==> config.mk <==
export PLATFORM = sky130hd
export DESIGN_NAME = srambank_ctrl_256x4x40
export DESIGN_NICKNAME = d
export VERILOG_FILES = /design/src/rtl/srambank_pkg.sv /design/src/rtl/srambank_rsp_fifo.sv /design/src/rtl/srambank_ctrl_256x4x40.sv
export SDC_FILE = /design/constraint.sdc
export NUM_CORES = 1
export LEC_CHECK = 0
export CAP_MARGIN = 0
export CORE_MARGIN = 2
export CORE_UTILIZATION = 35
export DETAILED_ROUTE_END_ITERATION = 7
export GPL_ROUTABILITY_DRIVEN = 0
export PLACE_DENSITY = 0.69
export RECOVER_POWER = 100
export SETUP_SLACK_MARGIN = 0.02
export SYNTH_ARGS = -nofsm -noshare
export SYNTH_HDL_FRONTEND = slang
export SYNTH_SLANG_ARGS = --single-unit
export TNS_END_PERCENT = 10
==> constraint.sdc <==
create_clock -name clk -period 2.17 [get_ports clk]
set_input_delay 0.3255 -clock clk [delete_from_list [all_inputs] [get_ports clk]]
set_output_delay 0.3255 -clock clk [all_outputs]
set_load 0.01 [all_outputs]
==> src/rtl/srambank_pkg.sv <==
// Shared types and constants for the 256x4x40 SRAM bank front-end.
package srambank_pkg;

  localparam int SRAMBANK_AW    = 10;
  localparam int SRAMBANK_DW    = 40;
  localparam int SRAMBANK_WORDS = 1 << SRAMBANK_AW;

  typedef struct packed {
    logic                   write;
    logic [SRAMBANK_AW-1:0] addr;
    logic [SRAMBANK_DW-1:0] wdata;
  } srambank_req_t;

  function automatic int clog2(input int n);
    int r;
    r = 0;
    while ((1 << r) < n) r++;
    return r;
  endfunction

endpackage

==> src/rtl/srambank_rsp_fifo.sv <==
// Circular response FIFO; push and pop may coincide, including when full.
module srambank_rsp_fifo
  import srambank_pkg::*;
#(
  parameter  int DW    = 40,
  parameter  int DEPTH = 4,
  localparam int CW    = clog2(DEPTH + 1),
  localparam int PW    = (DEPTH > 1) ? clog2(DEPTH) : 1
) (
  input  logic          clk,
  input  logic          reset,
  input  logic          push,
  input  logic [DW-1:0] din,
  input  logic          pop,
  output logic [DW-1:0] dout,
  output logic [CW-1:0] count,
  output logic          full,
  output logic          empty
);

  logic [DW-1:0] mem_q [DEPTH];
  logic [DW-1:0] mem_d [DEPTH];
  logic [PW-1:0] wr_ptr_q, wr_ptr_d, rd_ptr_q, rd_ptr_d;
  logic [CW-1:0] count_q, count_d;
  logic          do_push, do_pop;

  function automatic logic [PW-1:0] nxt(input logic [PW-1:0] p);
    return (p == PW'(DEPTH - 1)) ? '0 : p + PW'(1);
  endfunction

  assign full    = (count_q == CW'(DEPTH));
  assign empty   = (count_q == '0);
  assign count   = count_q;
  assign dout    = mem_q[rd_ptr_q];
  assign do_pop  = pop & ~empty;
  // A full FIFO still accepts a push when the head leaves in the same cycle.
  assign do_push = push & (~full | do_pop);

  always_comb begin
    mem_d    = mem_q;
    wr_ptr_d = wr_ptr_q;
    rd_ptr_d = rd_ptr_q;
    if (do_push) begin
      mem_d[wr_ptr_q] = din;
      wr_ptr_d        = nxt(wr_ptr_q);
    end
    if (do_pop) rd_ptr_d = nxt(rd_ptr_q);
    count_d = count_q + CW'(do_push) - CW'(do_pop);
  end

  always_ff @(posedge clk) begin
    if (reset) begin
      for (int i = 0; i < DEPTH; i++) mem_q[i] <= '0;
      wr_ptr_q <= '0;
      rd_ptr_q <= '0;
      count_q  <= '0;
    end else begin
      mem_q    <= mem_d;
      wr_ptr_q <= wr_ptr_d;
      rd_ptr_q <= rd_ptr_d;
      count_q  <= count_d;
    end
  end

endmodule

==> src/rtl/srambank_ctrl_256x4x40.sv <==
// Request front-end for the 256x4x40 bank: registered issue, one-cycle-late
// read capture, credit-gated acceptance so captured read data always has a slot.
module srambank_ctrl_256x4x40
  import srambank_pkg::*;
#(
  parameter int AW        = SRAMBANK_AW,
  parameter int DW        = SRAMBANK_DW,
  parameter int RSP_DEPTH = 4
) (
  input  logic          clk,
  input  logic          reset,
  input  logic          req_valid,
  output logic          req_ready,
  input  logic          req_write,
  input  logic [AW-1:0] req_addr,
  input  logic [DW-1:0] req_wdata,
  output logic          rsp_valid,
  input  logic          rsp_ready,
  output logic [DW-1:0] rsp_data,
  output logic [AW-1:0] ADDRESS,
  output logic [DW-1:0] wd,
  output logic          banksel,
  output logic          read,
  output logic          write,
  input  logic [DW-1:0] dataout
);

  localparam int CW = clog2(RSP_DEPTH + 1);

  logic          acc, acc_rd, acc_wr, pop;
  logic [CW-1:0] out_q, out_d;
  logic          banksel_q, banksel_d;
  logic          read_q, read_d;
  logic          write_q, write_d;
  logic          cap_pend_q, cap_pend_d;
  logic [AW-1:0] addr_q, addr_d;
  logic [DW-1:0] wd_q, wd_d;
  logic [CW-1:0] fifo_count;
  logic          fifo_full, fifo_empty;

  // Credits count every read from acceptance until its response is popped.
  assign req_ready = ~reset & (out_q < CW'(RSP_DEPTH));
  assign acc       = req_valid & req_ready;
  assign acc_rd    = acc & ~req_write;
  assign acc_wr    = acc & req_write;
  assign rsp_valid = ~fifo_empty;
  assign pop       = rsp_valid & rsp_ready;

  assign banksel = banksel_q;
  assign read    = read_q;
  assign write   = write_q;
  assign ADDRESS = addr_q;
  assign wd      = wd_q;

  always_comb begin
    banksel_d  = acc;
    read_d     = acc_rd;
    write_d    = acc_wr;
    addr_d     = acc ? req_addr : addr_q;
    wd_d       = acc_wr ? req_wdata : wd_q;
    // dataout is valid the cycle after the bank sees read.
    cap_pend_d = read_q;
    out_d      = out_q + CW'(acc_rd) - CW'(pop);
  end

  always_ff @(posedge clk) begin
    if (reset) begin
      banksel_q  <= 1'b0;
      read_q     <= 1'b0;
      write_q    <= 1'b0;
      cap_pend_q <= 1'b0;
      addr_q     <= '0;
      wd_q       <= '0;
      out_q      <= '0;
    end else begin
      banksel_q  <= banksel_d;
      read_q     <= read_d;
      write_q    <= write_d;
      cap_pend_q <= cap_pend_d;
      addr_q     <= addr_d;
      wd_q       <= wd_d;
      out_q      <= out_d;
    end
  end

  srambank_rsp_fifo #(
    .DW    (DW),
    .DEPTH (RSP_DEPTH)
  ) u_rsp_fifo (
    .clk   (clk),
    .reset (reset),
    .push  (cap_pend_q),
    .din   (dataout),
    .pop   (pop),
    .dout  (rsp_data),
    .count (fifo_count),
    .full  (fifo_full),
    .empty (fifo_empty)
  );

  always_ff @(posedge clk) begin
    if (!reset) begin
      assert (!(cap_pend_q && fifo_full && !pop));
      assert (out_q <= CW'(RSP_DEPTH));
      assert (!(read_q && write_q));
      assert (out_q == CW'(read_q) + CW'(cap_pend_q) + fifo_count);
    end
  end

endmodule

==> impl_metrics.ini <==
[outcome]
outcome = finished with violations
violations = setup timing

[min_path]
hp-class = input port to flip-flop

[cts]
cts_tree = built
max-clock-path-buffers = 3
root_buffer = clkbuf_16
cts_sinks = 224
cts-hold-fix-buffers = 0
cts_buffers = 26
path_clk_slew_ns = 0.06
clk_latency_ns = 0.53
htree_levels = 1

[grt]
first_global_vias = 7096
grtUsageTotal_pct = 15.95
grt_start_max_net_pins = 139
grt-ovfl-total = 0
antenna_found_initial = 0
grt_pass1_wl_um = 37070

[power_and_ir_drop]
vdd.ir_drop.worst_v = 0.0005754
p_leak_nw = 5.441
total_power_w = 0.01066
powerDensity_mw_per_mm2 = 814.3

[critical_path]
worstSetupPathType = flip-flop to primary output
start_kind = flip-flop
cp.required_ns = 1.84
rrSetupSlack_ns = 0.12
cp-end-kind = primary output
cp.arrival_ns = 1.94
path_max_fanout = 6

[sta]
skew_ns = 0.02769
slew_viol_final = 0
min_period_over_period_pct = 104.2
holdWs_ns = 0.1026
slew_headroom_pct = 46.68
fin_ws_ns = -0.09181
worst_slew_pin_slew_ns = 0.7997
period_minus_slack_ns = 2.262
timing.fmax_ghz = 0.4421
rsz0062_at_grt = true
final-hold-violation-count = 0
setup_viol = 30

[die]
die_area_mm2 = 0.02894
start_util_pct = 35.74
core_mm2 = 0.02703
die_h_um = 170.1
rows = 60
boundaryPins = 190
die_w_um = 170.1

[layout]
utilization_pct = 48.43
area_growth_pct = 35.52
diodes = 0
fin_area_mm2 = 0.01309
nets = 1191
layout_commonest_cell = dfxtp_1
n_fill_cell = 2481
mostFrequentLayoutCells = dfxtp_1 (219), nand2b_1 (210), mux2i_1 (161)
drive_gt1_share_pct = 14.91

[detailed_routing]
drt-total-wl_um = 23210
drt-pass1-iter-count = 4
drc = 0
wl_per_cell_um = 16.11
drt_iter0_drc = 289
antenna_left = 0
via_per_inst = 4.799
vias = 6916

[place]
dp_hpwl_um = 14310
port_buffers = 189
dpl-instance-area_mm2 = 0.01209

[synthesis]
syn-mean-instance-area_um2 = 10.73
ys_ff_latch = 224
ys_async_sr_fraction_pct = 0
synth_cell_types = 30
ys_seq_area_share_pct = 46.43
synth_edf_count = 0
synthFlopType = dfxtp_1
synth_area_mm2 = 0.009658
syn-instance-count = 900
synth_nets = 1006
yosys_warnings = 0

[job]
drv_cap = 0
==> metrics by stage <==
stage	instances	worst slack (ns)	setup TNS [ns]
after floorplan	900	0.08575	0
after global placement	1387	-0.1723	-0.3199
after detailed placement	1387	-0.2133	-0.5531
after CTS	1441	-0.1342	-3.109
after global routing	1441	-0.1581	-4.023
final	1441	-0.09181	-1.793
==> area by class of cell <==
| type | count | area (um2) | area share (%) |
|---|---|---|---|
| Multi-Input combinational cell | 596 | 4836 | 36.95 |
| Sequential cell | 224 | 4493 | 34.33 |
| Timing Repair Buffer | 226 | 2491 | 19.03 |
| Clock buffer | 37 | 763.2 | 5.831 |
| Tap cell | 341 | 426.7 | 3.260 |
| Inverter | 11 | 41.29 | 0.3155 |
| Clock inverter | 6 | 37.54 | 0.2868 |
==> logic make-up after synthesis <==
logic type / synth area share [%]
adders and majority gates: 1.581
xor gates and xnor gates: 0.2721
muxes: 26.01
AOI/OAI and AO/OA: 2.876
buffers and inverters: 4.029
and+or+nand+nor: 18.80
DFF: 46.43
==> flip-flops by register name (all words and copies together) (netlist names) <==
signal	count
wd	40
u_rsp_fifo.wr_ptr_q	2
write	1
read	1
u_rsp_fifo.mem_q	160
out_q	3
u_rsp_fifo.count	3
banksel	1
cap_pend_q	1
u_rsp_fifo.rd_ptr_q	2
ADDRESS	10
==> per-layer routing <==
layer	global-route usage [%]	part of all wire [%]	up-vias
met1	20.51	44	3286
met2	26.10	46	195
met5	0	0	-
met4	3.939	2.2	0
li1	-	-	3401
met3	5.000	7.9	34
==> cell usage after synthesis, types with 3 or more instances <==
library cell / n / share of area (%)
mux2i_1: 161 / 17
buf_6: 5 / 0.58
o21ai_0: 10 / 0.52
clkbuf_1: 42 / 1.6
nand3_1: 4 / 0.21
buf_4: 12 / 0.93
nand2b_1: 210 / 14
inv_1: 10 / 0.39
mux4_2: 40 / 9.3
ha_1: 9 / 1.2
a21oi_1: 41 / 2.1
o31ai_1: 3 / 0.23
buf_2: 5 / 0.26
nand2_1: 91 / 3.5
dfxtp_1: 224 / 46
nor2_1: 5 / 0.19
buf_1: 5 / 0.19
nor2b_1: 6 / 0.39
==> power by group <==
group / total (W) / switching [W] / internal [W]
registers: 0.00439 / 0.000117 / 0.00428
clock network: 0.00415 / 0.00172 / 0.00243
logic: 0.00212 / 0.000896 / 0.00122
==> repair_timing <==
action | CTS | global route
buffers inserted | 6 | 0
gates resized for setup | 192 | 14
setup endpoints to repair | 41 | 42
cloned | 5 | 0
pin swaps | 0 | 1
==> worst max-delay path, stage by stage, from the launching register on <==
cell,delay (ns)
dfxtp_4,0.36
buf_12,0.11
buf_12,0.11
buf_16,0.13
mux4_2,0.54
buf_6,0.14
==> worst paths after layout <==
check	startpoint	endpoint	cells after the start
setup reg to reg	u_rsp_fifo.count[0]	u_rsp_fifo.count[2]	10
hold / removal	reset	wd[31]	2
setup / recovery	u_rsp_fifo.rd_ptr_q[0]	rsp_data[19]	5
hold reg to reg	wd[8]	wd[8]	2
(Power assumes the default switching activity.)
